==> src/rtl/uart_pkg.sv <==
// Shared types, constants and helpers for the parametrised UART core.
// The PARITY FSM states exist only when UART_PARITY_EN is defined.
package uart_pkg;

  localparam int OVERSAMPLE = 16;

  typedef enum logic [1:0] {PAR_NONE, PAR_EVEN, PAR_ODD} parity_t;

`ifdef UART_PARITY_EN
  typedef enum logic [2:0] {TX_IDLE, TX_START, TX_DATA, TX_PARITY, TX_STOP} tx_state_t;
  typedef enum logic [2:0] {RX_IDLE, RX_START, RX_DATA, RX_PARITY, RX_STOP} rx_state_t;
`else
  typedef enum logic [2:0] {TX_IDLE, TX_START, TX_DATA, TX_STOP} tx_state_t;
  typedef enum logic [2:0] {RX_IDLE, RX_START, RX_DATA, RX_STOP} rx_state_t;
`endif

  // Rounded clock divider producing one tick per oversample period.
  function automatic int baud_div(input int clk_hz, input int baud);
    return (clk_hz + (baud * OVERSAMPLE) / 2) / (baud * OVERSAMPLE);
  endfunction

endpackage

==> src/rtl/uart_core_param_if.sv <==
// Bus-side handshake of the UART core: transmit request and receive results.
interface uart_core_param_if #(parameter int DATA_BITS = 8);

  logic                 tx_start;
  logic [DATA_BITS-1:0] tx_data;
  logic                 tx_busy;
  logic [DATA_BITS-1:0] rx_data;
  logic                 rx_done;
  logic                 rx_frame_err;
  logic                 rx_parity_err;

  modport master (
    output tx_start, tx_data,
    input  tx_busy, rx_data, rx_done, rx_frame_err, rx_parity_err
  );

  modport slave (
    input  tx_start, tx_data,
    output tx_busy, rx_data, rx_done, rx_frame_err, rx_parity_err
  );

endinterface

==> src/rtl/uart_baud_gen.sv <==
// Free-running 16x oversampling tick generator shared by TX and RX.
module uart_baud_gen
  import uart_pkg::*;
#(
  parameter int CLK_HZ = 100_000_000,
  parameter int BAUD   = 115200
) (
  input  logic clk,
  input  logic rst,
  output logic tick
);

  localparam int DIV = baud_div(CLK_HZ, BAUD);
  localparam int CW  = (DIV > 1) ? $clog2(DIV) : 1;
  localparam logic [CW-1:0] LAST = CW'(DIV - 1);

  logic [CW-1:0] cnt;

  always_ff @(posedge clk or posedge rst) begin
    if (rst) begin
      cnt  <= '0;
      tick <= 1'b0;
    end else if (cnt == LAST) begin
      cnt  <= '0;
      tick <= 1'b1;
    end else begin
      cnt  <= cnt + 1'b1;
      tick <= 1'b0;
    end
  end

endmodule

==> src/rtl/uart_core_param.sv <==
// Full-duplex UART: transmitter and 3-sample majority-vote receiver on a shared tick.
// Define UART_PARITY_EN to enable the PARITY parameter; otherwise frames carry no parity.
module uart_core_param
  import uart_pkg::*;
#(
  parameter int CLK_HZ    = 100_000_000,
  parameter int BAUD      = 115200,
  parameter int DATA_BITS = 8,
  parameter int PARITY    = 0,
  parameter int STOP_BITS = 1
) (
  input  logic clk,
  input  logic rst,
  input  logic rx,
  output logic tx,
  uart_core_param_if.slave bus
);

  localparam int IW = $clog2(DATA_BITS);
  localparam logic [IW-1:0] LAST_BIT = IW'(DATA_BITS - 1);
  localparam logic LAST_STOP = (STOP_BITS == 2);

`ifdef UART_PARITY_EN
  localparam parity_t PAR_MODE = parity_t'(PARITY);
  localparam bit PAR_ON  = (PAR_MODE != PAR_NONE);
  localparam bit PAR_INV = (PAR_MODE == PAR_ODD);
`endif

  logic tick;

  uart_baud_gen #(.CLK_HZ(CLK_HZ), .BAUD(BAUD)) u_baud (
    .clk  (clk),
    .rst  (rst),
    .tick (tick)
  );

  tx_state_t            tx_state, tx_state_nx;
  logic [3:0]           tx_tick_cnt, tx_tick_cnt_nx;
  logic [IW-1:0]        tx_bit_idx, tx_bit_idx_nx;
  logic                 tx_stop_idx, tx_stop_idx_nx;
  logic [DATA_BITS-1:0] tx_shift, tx_shift_nx;
  logic                 tx_nx;
  logic                 tx_bit_end;
`ifdef UART_PARITY_EN
  logic                 tx_par, tx_par_nx;
`endif

  assign tx_bit_end  = tick && (tx_tick_cnt == 4'd15);
  assign bus.tx_busy = (tx_state != TX_IDLE);

  always_ff @(posedge clk or posedge rst) begin
    if (rst) begin
      tx_state    <= TX_IDLE;
      tx_tick_cnt <= '0;
      tx_bit_idx  <= '0;
      tx_stop_idx <= 1'b0;
      tx_shift    <= '0;
      tx          <= 1'b1;
`ifdef UART_PARITY_EN
      tx_par      <= 1'b0;
`endif
    end else begin
      tx_state    <= tx_state_nx;
      tx_tick_cnt <= tx_tick_cnt_nx;
      tx_bit_idx  <= tx_bit_idx_nx;
      tx_stop_idx <= tx_stop_idx_nx;
      tx_shift    <= tx_shift_nx;
      tx          <= tx_nx;
`ifdef UART_PARITY_EN
      tx_par      <= tx_par_nx;
`endif
    end
  end

  // The line level is derived from the next state so tx moves on the same edge as tx_busy.
  always_comb begin
    tx_state_nx    = tx_state;
    tx_tick_cnt_nx = tick ? tx_tick_cnt + 4'd1 : tx_tick_cnt;
    tx_bit_idx_nx  = tx_bit_idx;
    tx_stop_idx_nx = tx_stop_idx;
    tx_shift_nx    = tx_shift;
`ifdef UART_PARITY_EN
    tx_par_nx      = tx_par;
`endif
    unique case (tx_state)
      TX_IDLE: begin
        tx_tick_cnt_nx = '0;
        if (bus.tx_start) begin
          tx_shift_nx    = bus.tx_data;
          tx_bit_idx_nx  = '0;
          tx_stop_idx_nx = 1'b0;
`ifdef UART_PARITY_EN
          tx_par_nx      = (^bus.tx_data) ^ PAR_INV;
`endif
          tx_state_nx    = TX_START;
        end
      end
      TX_START: if (tx_bit_end) tx_state_nx = TX_DATA;
      TX_DATA: begin
        if (tx_bit_end) begin
          tx_shift_nx   = tx_shift >> 1;
          tx_bit_idx_nx = tx_bit_idx + 1'b1;
          if (tx_bit_idx == LAST_BIT) begin
`ifdef UART_PARITY_EN
            tx_state_nx = PAR_ON ? TX_PARITY : TX_STOP;
`else
            tx_state_nx = TX_STOP;
`endif
          end
        end
      end
`ifdef UART_PARITY_EN
      TX_PARITY: if (tx_bit_end) tx_state_nx = TX_STOP;
`endif
      TX_STOP: begin
        if (tx_bit_end) begin
          tx_stop_idx_nx = 1'b1;
          if (tx_stop_idx == LAST_STOP) tx_state_nx = TX_IDLE;
        end
      end
      default: tx_state_nx = TX_IDLE;
    endcase

    unique case (tx_state_nx)
      TX_START:  tx_nx = 1'b0;
      TX_DATA:   tx_nx = tx_shift_nx[0];
`ifdef UART_PARITY_EN
      TX_PARITY: tx_nx = tx_par_nx;
`endif
      default:   tx_nx = 1'b1;
    endcase
  end

  logic rx_s1, rx_s2, rx_prev;
  logic rx_fall;

  always_ff @(posedge clk or posedge rst) begin
    if (rst) begin
      rx_s1   <= 1'b1;
      rx_s2   <= 1'b1;
      rx_prev <= 1'b1;
    end else begin
      rx_s1   <= rx;
      rx_s2   <= rx_s1;
      rx_prev <= rx_s2;
    end
  end

  assign rx_fall = rx_prev & ~rx_s2;

  rx_state_t            rx_state, rx_state_nx;
  logic [3:0]           rx_cnt, rx_cnt_nx;
  logic [IW-1:0]        rx_bit_idx, rx_bit_idx_nx;
  logic [DATA_BITS-1:0] rx_shift, rx_shift_nx;
  logic [1:0]           rx_smp, rx_smp_nx;
  logic [DATA_BITS-1:0] rx_data_nx;
  logic                 rx_done_nx, rx_frame_err_nx;
  logic                 rx_maj, rx_sample_now, rx_bit_end;
`ifdef UART_PARITY_EN
  logic                 rx_par_bad, rx_par_bad_nx, rx_parity_err_nx;
`endif

  // Third vote comes straight from the synchronizer on the tick at count 9.
  assign rx_maj = (rx_smp[0] & rx_smp[1]) | (rx_smp[0] & rx_s2) | (rx_smp[1] & rx_s2);
  assign rx_sample_now = tick && (rx_cnt == 4'd9);
  assign rx_bit_end    = tick && (rx_cnt == 4'd15);

  always_ff @(posedge clk or posedge rst) begin
    if (rst) begin
      rx_state         <= RX_IDLE;
      rx_cnt           <= '0;
      rx_bit_idx       <= '0;
      rx_shift         <= '0;
      rx_smp           <= '0;
      bus.rx_data      <= '0;
      bus.rx_done      <= 1'b0;
      bus.rx_frame_err <= 1'b0;
`ifdef UART_PARITY_EN
      rx_par_bad        <= 1'b0;
      bus.rx_parity_err <= 1'b0;
`endif
    end else begin
      rx_state         <= rx_state_nx;
      rx_cnt           <= rx_cnt_nx;
      rx_bit_idx       <= rx_bit_idx_nx;
      rx_shift         <= rx_shift_nx;
      rx_smp           <= rx_smp_nx;
      bus.rx_data      <= rx_data_nx;
      bus.rx_done      <= rx_done_nx;
      bus.rx_frame_err <= rx_frame_err_nx;
`ifdef UART_PARITY_EN
      rx_par_bad        <= rx_par_bad_nx;
      bus.rx_parity_err <= rx_parity_err_nx;
`endif
    end
  end

`ifndef UART_PARITY_EN
  assign bus.rx_parity_err = 1'b0;
`endif

  always_comb begin
    rx_state_nx     = rx_state;
    rx_cnt_nx       = tick ? rx_cnt + 4'd1 : rx_cnt;
    rx_bit_idx_nx   = rx_bit_idx;
    rx_shift_nx     = rx_shift;
    rx_smp_nx       = rx_smp;
    rx_data_nx      = bus.rx_data;
    rx_done_nx      = 1'b0;
    rx_frame_err_nx = bus.rx_frame_err;
`ifdef UART_PARITY_EN
    rx_par_bad_nx    = rx_par_bad;
    rx_parity_err_nx = bus.rx_parity_err;
`endif
    if (tick && rx_cnt == 4'd7) rx_smp_nx[0] = rx_s2;
    if (tick && rx_cnt == 4'd8) rx_smp_nx[1] = rx_s2;

    unique case (rx_state)
      RX_IDLE: begin
        rx_cnt_nx = '0;
        if (rx_fall) rx_state_nx = RX_START;
      end
      RX_START: begin
        if (tick && rx_cnt == 4'd7 && rx_s2) begin
          rx_state_nx = RX_IDLE;
        end else if (rx_bit_end) begin
          rx_bit_idx_nx = '0;
          rx_state_nx   = RX_DATA;
        end
      end
      RX_DATA: begin
        if (rx_sample_now) rx_shift_nx = {rx_maj, rx_shift[DATA_BITS-1:1]};
        if (rx_bit_end) begin
          rx_bit_idx_nx = rx_bit_idx + 1'b1;
          if (rx_bit_idx == LAST_BIT) begin
`ifdef UART_PARITY_EN
            rx_state_nx = PAR_ON ? RX_PARITY : RX_STOP;
`else
            rx_state_nx = RX_STOP;
`endif
          end
        end
      end
`ifdef UART_PARITY_EN
      RX_PARITY: begin
        if (rx_sample_now) rx_par_bad_nx = rx_maj != ((^rx_shift) ^ PAR_INV);
        if (rx_bit_end) rx_state_nx = RX_STOP;
      end
`endif
      RX_STOP: begin
        if (rx_sample_now) begin
          rx_done_nx      = 1'b1;
          rx_data_nx      = rx_shift;
          rx_frame_err_nx = !rx_maj;
`ifdef UART_PARITY_EN
          rx_parity_err_nx = PAR_ON && rx_par_bad;
          rx_par_bad_nx    = 1'b0;
`endif
          rx_state_nx     = RX_IDLE;
        end
      end
      default: rx_state_nx = RX_IDLE;
    endcase
  end

endmodule

==> src/flat_wrapper.sv <==
// flat-port wrapper written by rule: the top's interface ports become plain ports
module uart_core_param_flat import uart_pkg::*;
#(
  parameter int CLK_HZ    = 100_000_000,
  parameter int BAUD      = 115200,
  parameter int DATA_BITS = 8,
  parameter int PARITY    = 0,
  parameter int STOP_BITS = 1
)
  (clk, rst, rx, tx, bus_tx_start, bus_tx_data, bus_tx_busy, bus_rx_data, bus_rx_done, bus_rx_frame_err, bus_rx_parity_err);
  uart_core_param_if #(.DATA_BITS(DATA_BITS)) bus_i ();
  input  logic clk;
  input  logic rst;
  input  logic rx;
  output logic tx;
  input wire logic [$bits(bus_i.tx_start)-1:0] bus_tx_start;
  input wire logic [$bits(bus_i.tx_data)-1:0] bus_tx_data;
  output wire logic [$bits(bus_i.tx_busy)-1:0] bus_tx_busy;
  output wire logic [$bits(bus_i.rx_data)-1:0] bus_rx_data;
  output wire logic [$bits(bus_i.rx_done)-1:0] bus_rx_done;
  output wire logic [$bits(bus_i.rx_frame_err)-1:0] bus_rx_frame_err;
  output wire logic [$bits(bus_i.rx_parity_err)-1:0] bus_rx_parity_err;
  assign bus_i.tx_start = bus_tx_start;
  assign bus_i.tx_data = bus_tx_data;
  assign bus_tx_busy = bus_i.tx_busy;
  assign bus_rx_data = bus_i.rx_data;
  assign bus_rx_done = bus_i.rx_done;
  assign bus_rx_frame_err = bus_i.rx_frame_err;
  assign bus_rx_parity_err = bus_i.rx_parity_err;
  uart_core_param #(.CLK_HZ(CLK_HZ), .BAUD(BAUD), .DATA_BITS(DATA_BITS), .PARITY(PARITY), .STOP_BITS(STOP_BITS)) u_core (.clk(clk), .rst(rst), .rx(rx), .tx(tx), .bus(bus_i));
endmodule
==> config.mk <==
export PLATFORM = sky130hd
export DESIGN_NAME = uart_core_param_flat
export DESIGN_NICKNAME = d
export VERILOG_FILES = /design/src/rtl/uart_pkg.sv /design/src/rtl/uart_core_param_if.sv /design/src/rtl/uart_baud_gen.sv /design/src/rtl/uart_core_param.sv /design/src/flat_wrapper.sv
export SDC_FILE = /design/constraint.sdc
export NUM_CORES = 1
export LEC_CHECK = 0
export ABC_AREA = 1
export CAP_MARGIN = 40
export CORE_ASPECT_RATIO = 1.4
export CORE_MARGIN = 2
export CORE_UTILIZATION = 60
export CTS_CLUSTER_SIZE = 28
export DETAILED_ROUTE_END_ITERATION = 8
export GPL_ROUTABILITY_DRIVEN = 0
export GPL_TIMING_DRIVEN = 1
export PLACE_DENSITY_LB_ADDON = 0.15
export SLEW_MARGIN = 20
export SYNTH_ARGS = -nofsm -noshare
export SYNTH_HDL_FRONTEND = slang
export SYNTH_SLANG_ARGS = --single-unit
export TNS_END_PERCENT = 1
==> constraint.sdc <==
create_clock -name clk -period 5.2 [get_ports clk]
set_input_delay 1.04 -clock clk [delete_from_list [all_inputs] [get_ports clk]]
set_output_delay 1.04 -clock clk [all_outputs]
set_load 0.01 [all_outputs]
---- After elaboration in Yosys (flattened, before gate mapping) ----
Index checks and enable logic that the tools add are counted.
cells by class
  reductions and logical operators ........ 21
  add/subtract/negate cells ............... 5
  bitwise gates (word level) .............. 7
  eq/ne operators ......................... 26
  mux-type cells .......................... 36
operators by type and width
  kind                                                    count
  two-way mux 3 bit                                       17
  one-hot mux 3 bit (4 select lines)                      2
  equality test 4 bit (second input constant)             4
  two-way mux 4 bit                                       4
  two-way mux 8 bit                                       2
  one-hot mux 8 bit (2 select lines)                      1
  equality test 3 x 2 -> 1 bit (second input constant)    5
  inequality test 2 x 1 -> 1 bit (second input constant)  7
  one-hot mux 3 bit (2 select lines)                      2
  nonzero test 2 bit                                      5
  equality test 3 x 1 -> 1 bit (second input constant)    3
  adder 4 x 1 -> 4 bit (second input constant)            2
  adder 3 x 1 -> 3 bit (second input constant)            2
  adder 6 x 1 -> 6 bit (second input constant)            1
  equality test 3 bit (second input constant)             2
  equality test 6 bit (second input constant)             1
  logical AND 1 bit                                       6
  zero test 3 bit                                         2
  two-way mux 6 bit                                       1
  AND reduction 3 bit                                     2
  two-way mux 1 bit                                       5
  AND reduction 5 bit                                     1
  AND 1 bit                                               4
  equality test 4 x 3 -> 1 bit (second input constant)    1
  other kinds (9)                                         13
word-level totals
  flip-flop bits (word level) ............. 60
  output and inout port bits .............. 13
  logic and storage cells ................. 116
  input port bits ......................... 12

---- Logic depth before layout (Yosys ltp) ----
  depth after elaboration ................. 6
  mapped depth ............................ 10
  mapped depth without buffers ............ 10

---- By module ----
A second synthesis with hierarchy kept.
second synthesis, totals
  cell total of the unflattened synthesis .. 289
  area total of the unflattened synthesis .. 2777.7 µm²
by module, submodules not included
  module           seq. area each (µm²)  cells an instance  area each (µm²)  instances
  uart_core_param  1306.3                249                2429.8           1
  uart_baud_gen    175.2                 40                 347.8            1

---- Worst setup path after synthesis ----
No wires, ideal clock.
  path type ............................... flip-flop to output port
  start point ............................. reg u_core.tx_state[2]
  end point ............................... out bus_tx_busy
  path slack .............................. 3421 ps
  cell stages (with the launch flop) ...... 3
  path buffers ............................ 0
  data required time ...................... 4160 ps
  arrival time ............................ 739 ps
  cell sequence ........................... dfrtp_1 nor2_2 nand2_1
on the way
  longest elaborated chain between the ends .. 1
ends and longest elaborated chain
  what                    RTL line               text
  start, declared         uart_core_param.sv:37  tx_state_t tx_state, tx_state_nx;
  start signal, assigned  uart_core_param.sv:63  tx_state <= tx_state_nx;
  nonzero test 3 bit      uart_core_param.sv:49  assign bus.tx_busy = (tx_state != TX_IDLE);
  end, declared           flat_wrapper.sv:18     output wire logic [$bits(bus_i.tx_busy)-1:0] bus_tx_busy;
No other way between the ends.

---- Worst setup path after layout ----
Same ends and word-level chain as after synthesis.

==> results.yml <==
worst_setup_path:
  crit_fanout: 6
  cp-startpoint: "u_core.tx_state[2]$_DFF_PP0_"
  reg2reg_from: "u_core.rx_cnt[1]$_DFFE_PP0P_"
  slowest_delay_ns: 0.53
  crit_required_ns: 4.16
  r2r_cells: 8
  end_kind: "primary output"
  arrival_ns: 1.68
  cpLargestDelayFamily: "buffers and inverters"
  worstSetupPathDepth: 3
  startpoint_type: "register"
  worst-path-buf-inv: 1
  critPathKind: "reg -> out"
  critPathSlowestCell: "clkdlybuf4s50_1"
  crit_chain: "nor2_2 -> nand2_1 -> clkdlybuf4s50_1"
timing:
  finClkSkew_ns: 0.00844
  fin_tns_setup_ns: 0
  max_slew_margin_pct: 51.6
  fin_crit_sh_pct: 52.4
  setup_ws_ns: 2.48
  finalMaxSlewViolations: 0
  finalHoldViolCount: 0
  finalSetupViolCount: 0
  rsz0062_at_grt: "false"
  layout_min_cycle_time_ns: 2.72
  worstMarginPinSlew_ns: 0.726
  max_freq_mhz: 367
clock_network:
  post_cts_buffers: 0
  clock_path_buffers: 2
  clkLatencyLatePin_ns: 0.34
  holdBufCountCts: 0
  cts_resized: 0
  cts_tree: "yes"
  root_buffer: "clkbuf_8"
  cts-htree-levels: 3
  clk_pin_slew_worst_paths_ns: 0.07
  numClockSinks: 59
  cts_buffers: 9
finish:
  num-nets-final: 353
  layout_common_cells: "nand2_1 (69), dfrtp_1 (55), inv_1 (40)"
  area_growth_pct: 18.4
  diodes: 0
  nFillCells: 345
  layout_commonest_cell: "nand2_1"
  drive_gt1_share_pct: 15.2
floorplan:
  die_y_um: 84.3
  start_util_pct: 61.5
  die_w_um: 61.4
  core_um2: 4500
  io-pin-count: 25
  core.rowCount: 29
  die-area_um2: 5180
synthesis:
  netlist_area_um2: 2770
  postSynthCellCount: 299
  avgSynthCellArea_um2: 9.25
  yosys_register_bits: 59
  yosys_warnings: 0
  ys_seq_area_share_pct: 53.6
  ys_types: 32
routing:
  wl_per_cell_um: 12.5
  drtIter0Drc: 148
  ant_nets: 0
  drc: 0
  drtPass1Iterations: 4
  vias: 2065
  wirelength_mm: 4.99
  viasPerCell: 5.19
pwr:
  vdd_drop_max_uv: 327
  power.density_nw_per_um2: 322
  power.leakage_nw: 1.63
outcome:
  status: "complete, no violations"
global_routing:
  grt_pass1_wl_mm: 8.69
  grt_usage_pct: 22.8
  grt_pass1_vias: 2078
  overflow: 0
  antenna_found_initial: 0
  grt_max_degree: 60
placement:
  place.port_buffers: 23
  hpwlAfterDp_mm: 3.55
  dpl_worst_slack_ns: 2.86
run:
  drv_cap: 0
hold_path:
  holdCritStartpoint: "u_core.rx_s1$_DFF_PP1_"
  worstHoldPathCells: 0
  hp-class: "reg -> reg"
flip-flops by register name, summed over array words and instances (netlist names), 4 cells and up:
signal,flops
u_core.bus.rx_data,8
u_core.rx_cnt,4
u_core.rx_shift,8
u_core.tx_shift,8
u_core.tx_tick_cnt,4
u_core.u_baud.cnt,6
worst register-to-register path, cell delays in order, from the launching register on:
cell and delay, ns:
dfrtp_1 0.41, inv_1 0.12, ha_1 0.21, nand2_4 0.08, nor2_8 0.12, nand3_4 0.22, inv_1 0.18, nand2_1 0.07
nand2_1 0.06
worst paths after layout:
kind                                                       end  slack, ns
min in group asynchronous       u_core.tx_shift[1]$_DFFE_PP0P_       1.24
hold / removal                          u_core.rx_s2$_DFF_PP1_       0.36
max in group asynchronous         u_core.rx_cnt[2]$_DFFE_PP0P_       3.48
hold reg to reg                         u_core.rx_s2$_DFF_PP1_       0.36
setup reg to reg           u_core.bus.rx_frame_err$_DFFE_PP0P_       3.66
setup / recovery                                   bus_tx_busy       2.48
through the flow:
step           hold slack [ns]  utilization (%)  cells  total power, mW  area [um2]
3_3_place_gp             0.345             67.7    382            0.589        3050
3_5_place_dp             0.350             67.7    382            0.592        3050
5_1_grt                  0.360             72.8    398             1.10        3270
4_1_cts                  0.358             72.8    398             1.06        3270
2_1_floorplan            0.345                -    300            0.563        2770
6_report                 0.358             72.8    398             1.05        3270
cell usage after synthesis:
master | count | area [um2]
dfstp_2 | 4 | 105
conb_1 | 1 | 3.75
inv_2 | 7 | 26.3
o221ai_1 | 3 | 26.3
a21oi_1 | 6 | 30.0
dfrtp_1 | 55 | 1380
a21oi_2 | 1 | 8.76
buf_6 | 2 | 22.5
ha_1 | 10 | 125
nor2_8 | 2 | 40.0
nor4_1 | 1 | 6.26
nand4_1 | 4 | 25.0
nand2_2 | 2 | 12.5
nand2_4 | 4 | 45.0
buf_4 | 2 | 15.0
a21boi_0 | 1 | 7.51
nand3_4 | 1 | 17.5
nand3_1 | 20 | 100
o21ai_1 | 10 | 50.1
nor2_1 | 15 | 56.3
a31oi_1 | 1 | 6.26
o22ai_1 | 3 | 18.8
nor3_1 | 6 | 30.0
o211ai_1 | 3 | 22.5
o21ai_2 | 7 | 61.3
nand2_1 | 69 | 259
o21ai_0 | 11 | 55.1
nor2_2 | 3 | 18.8
a211oi_1 | 1 | 7.51
inv_1 | 41 | 154
nand3_2 | 1 | 10.0
nor2_4 | 2 | 22.5
final cells by class:
class	count	area, um2	share of cell area (%)
multi-input cells	189	1070	32.7
clock buffers	12	155	4.74
well taps	62	77.6	2.37
inverters	48	180	5.50
repair buffers	24	238	7.26
flip-flops and latches	59	1480	45.2
clock inverters	4	72.6	2.22
routing by layer:
metal / global-route usage [%] / part of all wire [%] / vias up
met3: 3.85 / 2.8 / 14
met5: 0 / 0 / -
met1: 26.8 / 42 / 991
li1: - / - / 1029
met2: 37.2 / 53 / 31
met4: 14.1 / 2.9 / 0
power by group:
part	leakage [nW]	internal [mW]	switching [mW]
clock	0.113	0.295	0.175
combinational	0.741	0.0335	0.0551
sequential	0.777	0.480	0.0147
total	1.63	0.809	0.245
cells by family (layout without fill, tap and decap cells):
family | after synthesis | after routing | share of synthesized area (%)
DFF | 59 | 59 | 53.6
AOI/OAI and AO/OA | 47 | 47 | 10.6
adders and majority gates | 10 | 10 | 4.52
other | 1 | 2 | 0.136
and+or+nand+nor | 130 | 130 | 23.3
buffers and inverters | 52 | 88 | 7.87
Power figures use the tool's default switching activity.
